<file path="src/rtl/rep_flags_seq_wb_pkg.sv">
// Shared definitions for the REP/REPE/REPNE writeback sequencer and EFLAGS register.
package rep_flags_seq_wb_pkg;

  typedef enum logic [1:0] {
    MODE_NONE  = 2'b00,
    MODE_REP   = 2'b01,
    MODE_REPE  = 2'b10,
    MODE_REPNE = 2'b11
  } rep_mode_e;

  typedef enum logic {
    ST_IDLE   = 1'b0,
    ST_ACTIVE = 1'b1
  } rep_state_e;

  localparam int unsigned OF_BIT = 11;
  localparam int unsigned DF_BIT = 10;
  localparam int unsigned SF_BIT = 7;
  localparam int unsigned ZF_BIT = 6;
  localparam int unsigned AF_BIT = 4;
  localparam int unsigned PF_BIT = 2;
  localparam int unsigned CF_BIT = 0;

  localparam logic [31:0] FLAGS_RST_DEF = 32'h0000_0002;
  localparam logic [31:0] POP_MASK_DEF  = 32'h0025_7FD5;

  // Maps flags_affected bit position {OF,DF,SF,ZF,AF,PF,CF} to its EFLAGS index.
  function automatic int unsigned flag_bit(input int unsigned sel);
    case (sel)
      6:       flag_bit = OF_BIT;
      5:       flag_bit = DF_BIT;
      4:       flag_bit = SF_BIT;
      3:       flag_bit = ZF_BIT;
      2:       flag_bit = AF_BIT;
      1:       flag_bit = PF_BIT;
      default: flag_bit = CF_BIT;
    endcase
  endfunction

endpackage

</file>
<file path="src/rtl/rep_flags_seq_wb_flags.sv">
// EFLAGS register: POPF merge, per-flag ALU update and the combinational bypass.
module flags_reg_wb
  import rep_flags_seq_wb_pkg::*;
#(
  parameter int unsigned       FLAG_W    = 32,
  parameter logic [FLAG_W-1:0] FLAGS_RST = FLAGS_RST_DEF,
  parameter logic [FLAG_W-1:0] POP_MASK  = POP_MASK_DEF
) (
  input  logic              CLK,
  input  logic              CLR,
  input  logic              wb_v,
  input  logic              ld_flags,
  input  logic              pop_flags,
  input  logic [6:0]        flags_affected,
  input  logic [FLAG_W-1:0] alu_flags,
  input  logic [FLAG_W-1:0] pop_value,
  output logic [FLAG_W-1:0] flags_q,
  output logic [FLAG_W-1:0] flags_next
);

  logic [FLAG_W-1:0] alu_merge;

  always_comb begin
    alu_merge = flags_q;
    for (int unsigned i = 0; i < 7; i++) begin
      if (flags_affected[i]) alu_merge[flag_bit(i)] = alu_flags[flag_bit(i)];
    end

    flags_next = flags_q;
    if (wb_v) begin
      if (pop_flags)     flags_next = (pop_value & POP_MASK) | (flags_q & ~POP_MASK);
      else if (ld_flags) flags_next = alu_merge;
    end
  end

  always_ff @(posedge CLK or posedge CLR) begin
    if (CLR) flags_q <= FLAGS_RST;
    else     flags_q <= flags_next;
  end

endmodule

</file>
<file path="src/rtl/rep_flags_seq_wb.sv">
// Writeback-stage REP/REPE/REPNE sequencer: ECX decrement, termination and redirect pulses.
module rep_flags_seq_wb
  import rep_flags_seq_wb_pkg::*;
#(
  parameter int unsigned       CNT_W     = 32,
  parameter int unsigned       FLAG_W    = 32,
  parameter logic [FLAG_W-1:0] FLAGS_RST = FLAGS_RST_DEF,
  parameter logic [FLAG_W-1:0] POP_MASK  = POP_MASK_DEF,
  parameter int unsigned       ITER_W    = 16
) (
  input  logic              CLK,
  input  logic              CLR,
  input  logic              wb_v,
  input  logic              wb_flush,
  input  logic [1:0]        rep_mode,
  input  logic              rep_start,
  input  logic              iter_end,
  input  logic              addr16,
  input  logic [CNT_W-1:0]  count_in,
  input  logic              int_pending,
  input  logic              ld_flags,
  input  logic              pop_flags,
  input  logic [6:0]        flags_affected,
  input  logic [FLAG_W-1:0] alu_flags,
  input  logic [FLAG_W-1:0] pop_value,
  output logic [FLAG_W-1:0] flags_q,
  output logic [FLAG_W-1:0] flags_next,
  output logic [CNT_W-1:0]  count_out,
  output logic              ld_count,
  output logic              rep_active,
  output logic              rep_redirect,
  output logic              rep_done,
  output logic              rep_skip,
  output logic              rep_int,
  output logic [ITER_W-1:0] iter_count
);

  flags_reg_wb #(
    .FLAG_W   (FLAG_W),
    .FLAGS_RST(FLAGS_RST),
    .POP_MASK (POP_MASK)
  ) u_flags (
    .CLK           (CLK),
    .CLR           (CLR),
    .wb_v          (wb_v),
    .ld_flags      (ld_flags),
    .pop_flags     (pop_flags),
    .flags_affected(flags_affected),
    .alu_flags     (alu_flags),
    .pop_value     (pop_value),
    .flags_q       (flags_q),
    .flags_next    (flags_next)
  );

  rep_mode_e   mode;
  rep_state_e  state_q, state_d;
  logic        redirect_q, redirect_d, done_q, done_d, skip_q, skip_d, int_q, int_d;
  logic [ITER_W-1:0] iter_q, iter_d, iter_base;
  logic [15:0]       low_dec;
  logic [CNT_W-1:0]  dec;
  logic go, start_hit, cnt_zero, dec_zero, eff_active, iter_hit, zf, term;

  assign mode = rep_mode_e'(rep_mode);
  assign zf   = flags_next[ZF_BIT];

  always_comb begin
    low_dec  = count_in[15:0] - 16'd1;
    dec      = addr16 ? {count_in[CNT_W-1:16], low_dec} : count_in - CNT_W'(1);
    cnt_zero = addr16 ? (count_in[15:0] == '0) : (count_in == '0);
    dec_zero = addr16 ? (dec[15:0] == '0) : (dec == '0);
    term     = dec_zero || (mode == MODE_REPE && !zf) || (mode == MODE_REPNE && zf);

    go         = wb_v && !wb_flush && (mode != MODE_NONE);
    start_hit  = go && rep_start && (state_q == ST_IDLE);
    // A single-uop string op starting with nonzero count runs its iteration as if already ACTIVE.
    eff_active = (state_q == ST_ACTIVE) || (start_hit && !cnt_zero);
    iter_hit   = go && iter_end && eff_active;

    ld_count  = iter_hit;
    count_out = iter_hit ? dec : '0;

    state_d    = state_q;
    iter_d     = iter_q;
    redirect_d = 1'b0;
    done_d     = 1'b0;
    skip_d     = 1'b0;
    int_d      = 1'b0;
    iter_base  = iter_q;

    if (wb_flush) begin
      state_d = ST_IDLE;
    end else if (start_hit) begin
      if (cnt_zero) begin
        skip_d = 1'b1;
      end else begin
        state_d   = ST_ACTIVE;
        iter_d    = '0;
        iter_base = '0;
      end
    end

    if (iter_hit) begin
      iter_d = (iter_base == '1) ? iter_base : iter_base + ITER_W'(1);
      if (term) begin
        done_d  = 1'b1;
        state_d = ST_IDLE;
      end else if (int_pending) begin
        int_d   = 1'b1;
        state_d = ST_IDLE;
      end else begin
        redirect_d = 1'b1;
        state_d    = ST_ACTIVE;
      end
    end
  end

  always_ff @(posedge CLK or posedge CLR) begin
    if (CLR) begin
      state_q    <= ST_IDLE;
      iter_q     <= '0;
      redirect_q <= 1'b0;
      done_q     <= 1'b0;
      skip_q     <= 1'b0;
      int_q      <= 1'b0;
    end else begin
      state_q    <= state_d;
      iter_q     <= iter_d;
      redirect_q <= redirect_d;
      done_q     <= done_d;
      skip_q     <= skip_d;
      int_q      <= int_d;
    end
  end

  assign rep_active   = (state_q == ST_ACTIVE);
  assign rep_redirect = redirect_q;
  assign rep_done     = done_q;
  assign rep_skip     = skip_q;
  assign rep_int      = int_q;
  assign iter_count   = iter_q;

endmodule

</file>
<file path="config.mk">
export PLATFORM = sky130hd
export DESIGN_NAME = rep_flags_seq_wb
export DESIGN_NICKNAME = d
export VERILOG_FILES = /design/src/rtl/rep_flags_seq_wb_pkg.sv /design/src/rtl/rep_flags_seq_wb_flags.sv /design/src/rtl/rep_flags_seq_wb.sv
export SDC_FILE = /design/constraint.sdc
export NUM_CORES = 1
export LEC_CHECK = 0
export CORE_ASPECT_RATIO = 1.1
export CORE_MARGIN = 3
export CORE_UTILIZATION = 38
export DETAILED_ROUTE_END_ITERATION = 8
export PLACE_DENSITY = 0.88
export SLEW_MARGIN = 25
export SYNTH_ARGS = -nofsm -noshare
export SYNTH_HDL_FRONTEND = slang
export SYNTH_HIERARCHICAL = 1
export SYNTH_SLANG_ARGS = --single-unit
export TNS_END_PERCENT = 100
</file>
<file path="constraint.sdc">
create_clock -name CLK -period 4.3 [get_ports CLK]
set_clock_uncertainty 0.15 [all_clocks]
set_input_delay 0.43 -clock CLK [delete_from_list [all_inputs] [get_ports CLK]]
set_output_delay 0.43 -clock CLK [all_outputs]
set_load 0.01 [all_outputs]
</file>
==> results of run 1 <==
[layer usage]
metal	vias up	global-route usage, %	routed length [um]
met5	-	0	0
met4	0	6.06	164
met3	10	3.64	847
met2	179	40.2	5220
met1	1522	24.5	3890
li1	1589	-	-
[final timing paths]
| path | to | slack (ns) | cells after the start |
|---|---|---|---|
| worst max-delay path | count_out[25] | 0.11 | 8 |
| worst min-delay path | u_flags/flags_q[12] | 0.37 | 1 |
| worst max register to register | iter_count[5] | 1.65 | 11 |
| worst min register to register | u_flags/flags_q[12] | 0.37 | 1 |
| max in group asynchronous | rep_active | 3.03 | 2 |
| min in group asynchronous | u_flags/flags_q[13] | 0.40 | 2 |
[logic make-up (layout without fill, tap and decap cells)]
group / Yosys count / after routing / share of synthesized area, %
xor+xnor: 41 / 41 / 11.5
mux: 12 / 12 / 5.15
simple gates: 173 / 173 / 29.9
buf+inv: 59 / 189 / 12.3
flops: 36 / 36 / 28.8
fa+ha+maj: 3 / 3 / 1.20
compound gates: 54 / 54 / 11.0
other cells: 2 / 34 / 0.240
[power groups by stage]
stage | clock network (mW) | logic (mW) | registers (mW)
2_1_floorplan | 0 | 0.146 | 0.389
6_report | 0.230 | 0.332 | 0.374
5_1_grt | 0.251 | 0.356 | 0.376
3_3_place_gp | 0 | 0.325 | 0.378
3_5_place_dp | 0 | 0.333 | 0.380
4_1_cts | 0.238 | 0.334 | 0.374
[flip-flops by register name, indices dropped and copies added, names as in the netlist]
| name | cells |
|---|---|
| rep_skip | 1 |
| rep_int | 1 |
| u_flags/flags_q | 15 |
| rep_done | 1 |
| iter_count | 16 |
| rep_active | 1 |
| rep_redirect | 1 |
[placed cells by master (no fill, tap or decap), drive strengths merged, types with 5 or more instances in the layout]
cell	synthesis	layout
buf	41	17
nand3	13	13
xnor2	29	29
and4b	9	9
or3	7	7
nor3	17	17
and3	8	8
o21ai	19	19
nand2	16	16
a21oi	21	21
dfrtp	36	36
mux2	9	9
or4	5	5
clkbuf	10	5
conb	2	34
clkdlybuf4s50	0	156
nor2b	5	5
nor2	66	66
xor2	12	12
inv	8	8
nor4	10	10
[per-stage QoR]
stage,std cells,setup WS (ns),power (mW),hold slack [ns]
2_1_floorplan,412,0.585,0.536,0.181
3_3_place_gp,642,0.124,0.703,0.347
3_5_place_dp,642,0.0514,0.713,0.357
4_1_cts,650,0.120,0.945,0.373
5_1_grt,650,0.0215,0.984,0.404
6_report,650,0.110,0.936,0.370
[layout make-up]
cell class	count	area share, %
Clock inverter	3	0.389
Clock buffer	5	1.43
Tap cell	108	2.80
Inverter	8	0.623
Sequential cell	36	18.7
Multi-Input combinational cell	317	40.8
Timing Repair Buffer	173	35.3
==> impl_results.md, run 1 <==
- Cell internal pwr: approximately 0.66 mW
- Yosys cell types: 52
- CP arrival: 3.61 ns
- # hold bufs at CTS: 0
- Post-synth top area share: 28.8%
- Worst Setup End Kind: output pin
- Hold WC Path Type: reg -> reg
- Port bufs: around 160
- EDFF count, synth: 0
- Vias per cell: 5.08
- Post-Syn Area: between 3000 and 4000 um^2
- Cts repair resizes: 0
- Vias: 3300
- Slew Limit Fails: 0
- Syn avg cell area: 8.24 um^2
- # diodes: 0
- Sw Share: around 30%
- Largest net degree at the start of global routing: 37
- Mapped Cells: 380
- Vias in the first global route: 3354
- Initial DRC count: 96
- Remaining routing DRC violations: 0
- Global-route wire length before repair: 16200 um
- WP buf/inv: 2
- Critical path's largest stage delay: 0.59 ns
- Multi-input gate area: 1970 um^2
- CP top delay family: simple AND/OR/NAND/NOR gates
- Placer Congestion: 0.913
- DRT antenna net count: 0
- Sequential cell area: 901 um^2
- Fmax: 239 MHz
- Comb pwr share: 35.5%
- H-tree levels: 2
- Setup crit start: count_in[19]
- RSZ-0062 raised after global routing: false
- Io pins: between 200 and 250
- Minimum clock period: roughly 4.2 ns
- Max_cap viols: 0
- Sequential cell fraction of total power: 39.9%
- Seq/Total Area, Yosys: 28.8%
- Clk Tree Root Cell: clkbuf_8
- List of most frequent post-synthesis cells: 66 x nor2_1, 36 x dfrtp_1, 35 x buf_4, 29 x xnor2_1, 20 x a21oi_1
- # Post-CTS Setup Buffers: 0
- Worst slew margin: 46.5%
- Nets@finish: 659
- Drt total wl: 10100 um
- Slowest-stage cell, CP: or4_1
- Placeable Area: a little under 8000 um^2
- Worst slew pin tran: 0.801 ns
- Cts bufs inserted: 5
- Layout area overhead: 53.9%
- Initial antenna violation count: 0
- Most frequent cell after synthesis: nor2_1
- FFs w/ async S/R, synth: 100%
- RR Startpoint: rep_active
- Die W: 92.6 um
- Overflow after GRT: 0
- CTS sink cnt: 36
- Final Cell Area: around 4800 um^2
- Pleak: between 1.5 and 2 nW
- CP Cell Sequence: clkdlybuf4s50_1 -> or4_1 -> or4_1 -> or3_1 -> or3_1 -> xor2_1 -> nor2_1 -> clkdlybuf4s50_1
- Core Util, Final: 60.6%
- Layout cell share with drive strength beyond 1: 7.93%
- Kind of critical path: in -> out
- Synth area leaders: dfrtp_1 29%, buf_4 8.4%, xnor2_1 8.1%
- Row cnt: 34
- Yosys top cell by area: dfrtp_1
- Hold Path Origin: u_flags/flags_q[12]
- Hold Violations, Final: 0
- # fillers: 701
- Largest fanout on the critical path: 7
- Tcrit/Tclk final: 97.4%
- Wire length per cell: 15.6 um
- #FFs+latches synth: 36
- Final Setup Violations: 0
- Power share of the clock group: between 20 and 25%
- Switching power: around 0.28 mW
- Dpl cell area: approximately 4700 um^2
- Critical Path Start Type: input port
- Clock slew at reported path FFs: 0.07 ns
- Outcome: finished clean
- CP required: 3.72 ns
- TritonCTS clock tree: done
- Worst vdd ir: about 0.12 mV
- Die H: 101 um
- Primary FF master, synth: dfrtp_1
- Clk buf depth: 2
- Worst-skew pair later-pin latency: 0.28 ns
- Setup Total Neg Slack: 0 ns
- DIE AREA: 9370 um^2
- Pwr/cell area: 194 nW/um^2
- Initial core utilization: between 30% and 40%
- Pre-Repair DR Iteration Count: 5
- Gr usage total: 21.2%
- Yosys warning total: 6
- Detailed placement HPWL: around 8300 um
(Power assumes the default switching activity.)
==> run 2: changes to the inputs <==
- ABC_AREA: not set -> 1
- CORE_UTILIZATION: 38 -> 42
- PLACE_DENSITY: 0.88 -> 0.89
==> impl_results.md, run 2 <==
- Outcome: finished clean
- # hold bufs at CTS: 0
- Initial core utilization: between 40% and 50%
- Die W: 97.8 um
- Vias: roughly 4200
- Worst-skew pair later-pin latency: around 0.28 ns
- Slew Limit Fails: 0
- Hold Violations, Final: 0
- EDFF count, synth: 0
- Port bufs: 156
- Overflow after GRT: 0
- Global-route wire length before repair: 18700 um
- Pleak: ~2.4 nW
- CP required: 3.72 ns
- Fmax: about 270 MHz
- Cts repair resizes: 0
- Core Util, Final: 60.6%
- Most frequent cell after synthesis: nand2_1
- Remaining routing DRC violations: 0
- Clk buf depth: 2
- RR Startpoint: rep_active
- Cts bufs inserted: 5
- Worst slew margin: 43.1%
- Largest net degree at the start of global routing: 34
- Setup crit start: count_in[0]
- Clk Tree Root Cell: clkbuf_8
- Yosys warning total: 6
- # Post-CTS Setup Buffers: 0
- Pwr/cell area: about 170 nW/um^2
- Layout area overhead: 39.5%
- Most common cell after layout, fill and taps aside: nand2_1
- DIE AREA: 10500 um^2
- Placeable Area: 8960 um^2
- Syn avg cell area: 6.36 um^2
- DRT antenna net count: 0
- Setup crit end: count_out[18]
- # diodes: 0
- Max_cap viols: 0
- Primary FF master, synth: dfrtp_1
- Layout cell share with drive strength beyond 1: 9.57%
- Placer Congestion: 0.960
- Die H: about 110 um
- Row cnt: 36
- Initial antenna violation count: 0
- CTS sink cnt: 36
- Post-Syn Area: 3890 um^2
- Detailed placement HPWL: approximately 9600 um
- CP arrival: 3.07 ns
- #FFs+latches synth: 36
- Nets@finish: 880
- Critical Path Start Type: input port
- Pre-Repair DR Iteration Count: 4
- Drt total wl: 11500 um
- Clock slew at reported path FFs: 0.07 ns
- Seq/Total Area, Yosys: 23.2%
- Largest fanout on the critical path: 33
- RR Endpoint: iter_count[0]
- Vias per cell: 4.83
- Worst vdd ir: 0.0926 mV
- FFs w/ async S/R, synth: 100%
- H-tree levels: 2
- Tcrit/Tclk final: a little over four fifths
- Io pins: 233
- Initial DRC count: around 230
- Gr usage total: 21.9%
- # fillers: approximately 840
- Minimum clock period: 3.65 ns
- Reg2Reg Depth: 13
- Post-synth top area share: 23.2%
- Max reg flops: 16
- Yosys top cell by area: dfrtp_1
- Kind of critical path: in -> out
- TritonCTS clock tree: done
- Most frequent cells in the layout: 171 x nand2_1, 156 x clkdlybuf4s50_1, 99 x nor2_1
- Final Setup Violations: 0
- Wire length per cell: roughly 13 um
- Mapped Cells: between 600 and 700
- RSZ-0062 raised after global routing: false
- Yosys cell types: 36
- Synth area leaders: dfrtp_1 23%, nand2_1 16%, nor2_1 9.5%
- Sequential cell area: 901 um^2
- Worst slew pin tran: around 0.85 ns
- Hold WC Path Type: reg -> reg
- List of most frequent post-synthesis cells: 171 x nand2_1, 99 x nor2_1, 67 x nand3_1, 46 x inv_1, 36 x dfrtp_1
- Setup Total Neg Slack: 0 ns
- Vias in the first global route: ~3900
- Worst Setup End Kind: output pin
- Multi-input gate area: 2500 um^2
- R2r setup slk: ~1.7 ns
[run 2: through the flow]
stage	hold WS (ns)	total power, mW	cells	setup slack (ns)	area (um^2)
CTS	0.351	0.951	877	0.625	5430
floorplan	0.181	0.552	644	1.54	4010
global route	0.379	0.995	877	0.431	5430
finish	0.345	0.936	877	0.654	5430
global placement	0.331	0.703	869	0.689	5340
detailed placement	0.333	0.707	869	0.639	5340
[run 2: worst min-delay path by stage]
stage | start | end | slack, ns | cells past startpoint
global route | u_flags/flags_q[12] | u_flags/flags_q[12] | 0.38 | 2
CTS | u_flags/flags_q[18] | u_flags/flags_q[18] | 0.35 | 2
floorplan | CLR | u_flags/flags_q[0] | 0.18 | 1
global placement | u_flags/flags_q[14] | u_flags/flags_q[14] | 0.33 | 2
finish | u_flags/flags_q[18] | u_flags/flags_q[18] | 0.35 | 2
detailed placement | u_flags/flags_q[18] | u_flags/flags_q[18] | 0.33 | 2
[run 2: worst max-delay path: stages]
cell and delay [ns]:
clkdlybuf4s50_1 0.44, inv_1 0.10, ha_1 0.24, nand2_2 0.12, nor2_4 0.10, nand2_2 0.08, nor2_4 0.12, a21oi_1 0.11
nor2_1 0.21, nor2_4 0.05, inv_2 0.41, a21oi_1 0.14, clkdlybuf4s50_1 0.52
[run 2: final cells by class]
type,instances,share of cell area [%]
Clock buffer,5,1.27
Clock inverter,3,0.346
Inverter,55,3.94
Multi-Input combinational cell,505,46.1
Sequential cell,36,16.6
Tap cell,114,2.63
Timing Repair Buffer,159,29.2
[run 2: power by group]
group,internal (mW),leakage (nW),switching [mW],total [mW]
combinational,0.164,1.85,0.163,0.327
sequential,0.359,0.476,0.0141,0.373
clock,0.113,0.0479,0.124,0.236
[run 2: kinds of logic after synthesis]
group / share of synthesized area, %
buf+inv: 15.7
other cells: 0.193
xor+xnor: 5.18
fa+ha+maj: 0.965
compound gates: 3.79
simple gates: 51.1
flops: 23.2
[run 2: layer usage]
metal,wire length [um],global-route usage [%],vias to the layer above
li1,-,-,2169
met1,4640,25.9,1877
met2,5820,40.6,180
met3,845,3.71,14
met4,186,5.74,0
met5,0,0,-
==> run 3: changes to the inputs <==
- CORE_UTILIZATION: 42 -> 35
- PLACE_DENSITY: 0.89 -> 0.79
- clock period: 4.3 -> 3.25 ns (I/O delays scaled with it)
==> impl_results.md, run 3 (synthesis gave the netlist of run 2 again) <==
- Outcome: finished clean
- WP buf/inv: 5
- Max_cap viols: 0
- Multi-input gate area: 2510 um^2
- Gr usage total: 18.6%
- # fillers: 1042
- WP depth: 14
- Clk Tree Root Cell: clkbuf_16
- Pwr/cell area: 246 nW/um^2
- RR Startpoint: rep_active
- Vias: 4340
- Critical Path Start Type: input port
- Pre-Repair DR Iteration Count: 5
- Worst slew margin: 45.5%
- Overflow after GRT: 0
- CTS sink cnt: 36
- Placer Congestion: 0.933
- Kind of critical path: in -> out
- Layout cell share with drive strength beyond 1: 12.3%
- R2r setup slk: 0.85 ns
- Layout area overhead: 46.9%
- Final Setup Violations: 0
- Most frequent cells in the layout: 170 x nand2_1, 147 x clkdlybuf4s50_1, 98 x nor2_1
- CP Cell Sequence: clkdlybuf4s50_1 -> inv_1 -> ha_1 -> nand2_2 -> nor2_4 -> nand2_2 -> nor2_4 -> a21oi_2 -> nor2_2 -> nor2_4 -> inv_2 -> buf_12 -> a21oi_1 -> clkdlybuf4s50_1
- TritonCTS clock tree: done
- Worst vdd ir: 0.223 mV
- Placed Instances: 918
- CP arrival: ~2.7 ns
- Vias in the first global route: 3902
- Most common cell after layout, fill and taps aside: nand2_1
- CP required: 2.77 ns
- Largest fanout on the critical path: 15
- H-tree levels: 2
- Die H: roughly 120 um
- Clk buf depth: 2
- Remaining routing DRC violations: 0
- Hold Violations, Final: 0
- Initial core utilization: 36.6%
- Reg2Reg Depth: 13
- Critical path's largest stage delay: 0.56 ns
- Port bufs: between 150 and 200
- Cts bufs inserted: 5
- # diodes: 0
- DRT antenna net count: 0
- CP most frequent cell: nor2_4
- Worst slew pin tran: 0.816 ns
- Pleak: around 2.7 nW
- Worst Setup End Kind: output pin
- Tcrit/Tclk final: 96.1%
- CP top delay family: buffers and inverters
- Max reg flops: 16
- Placeable Area: 10600 um^2
- Clock slew at reported path FFs: roughly 0.060 ns
- Wire length per cell: 13.1 um
- Hold WC Path Type: in -> async
- Sequential cell area: 901 um^2
- Slowest-stage cell, CP: clkdlybuf4s50_1
- Die W: 107 um
- Row cnt: 39
- Final hold slack: 0.283 ns
- Detailed placement HPWL: 10100 um
- Initial antenna violation count: 0
- Fmax: roughly 320 MHz
- Initial DRC count: 333
- Setup crit end: count_out[26]
- Slew Limit Fails: 0
- Worst-skew pair later-pin latency: 0.28 ns
- Global-route wire length before repair: 18700 um
- Largest net degree at the start of global routing: 27
- # hold bufs at CTS: 0
- Io pins: 233
- Minimum clock period: 3.12 ns
- Setup crit start: count_in[1]
- Finished Layout Cells: 926
- Vias per cell: 4.69
- DIE AREA: around 12000 um^2
- Nets@finish: 900
- RR Endpoint: iter_count[1]
- Drt total wl: around 12000 um
==> run 3: through the flow <==
step / TNS, ns / utilization [%] / power, mW / instance area, um^2 / setup slack [ns]
3_3_place_gp: 0 / 52.1 / 0.948 / 5540 / 0.0456
3_5_place_dp: 0 / 52.1 / 0.952 / 5540 / 0.0242
6_report: 0 / 53.7 / 1.41 / 5720 / 0.127
5_1_grt: -0.0132 / 53.7 / 1.48 / 5720 / -0.00499
2_1_floorplan: 0 / - / 0.730 / 4010 / 0.595
4_1_cts: 0 / 53.4 / 1.42 / 5690 / 0.00145
==> run 3: worst min-delay path by stage <==
stage / cells after the start / endpoint
global placement: 2 / u_flags/flags_q[14]
floorplan: 1 / u_flags/flags_q[0]
CTS: 2 / u_flags/flags_q[12]
finish: 2 / u_flags/flags_q[14]
global route: 2 / u_flags/flags_q[12]
detailed placement: 2 / u_flags/flags_q[12]
==> run 3: metal layers <==
layer / up-vias / share of wire, % / GRT usage (%) / wire length [um]
li1: 2215 / - / - / -
met1: 1936 / 41 / 22.1 / 5020
met2: 176 / 49 / 34.9 / 5980
met3: 13 / 7.7 / 3.10 / 932
met4: 0 / 1.6 / 4.77 / 198
met5: - / 0 / 0 / 0
==> run 3: what timing repair did <==
| item | in CTS | in global routing |
|---|---|---|
| setup buffers | 0 | 0 |
| gates resized for setup | 0 | 12 |
| setup endpoints to repair | 0 | 32 |
==> run 3: area by class of cell <==
| class | instances | share of cell area (%) |
|---|---|---|
| multi-input cells | 505 | 43.9 |
| repair buffers | 179 | 30.9 |
| flip-flops and latches | 36 | 15.8 |
| inverters | 55 | 3.74 |
| well taps | 143 | 3.13 |
| clock buffers | 5 | 2.19 |
| clock inverters | 3 | 0.328 |
==> run 3: report_power, final <==
group | total, mW | switching [mW] | internal, mW
Combinational | 0.451 | 0.222 | 0.228
Sequential | 0.496 | 0.0201 | 0.475
Clock | 0.461 | 0.179 | 0.282
Total | 1.41 | 0.422 | 0.986
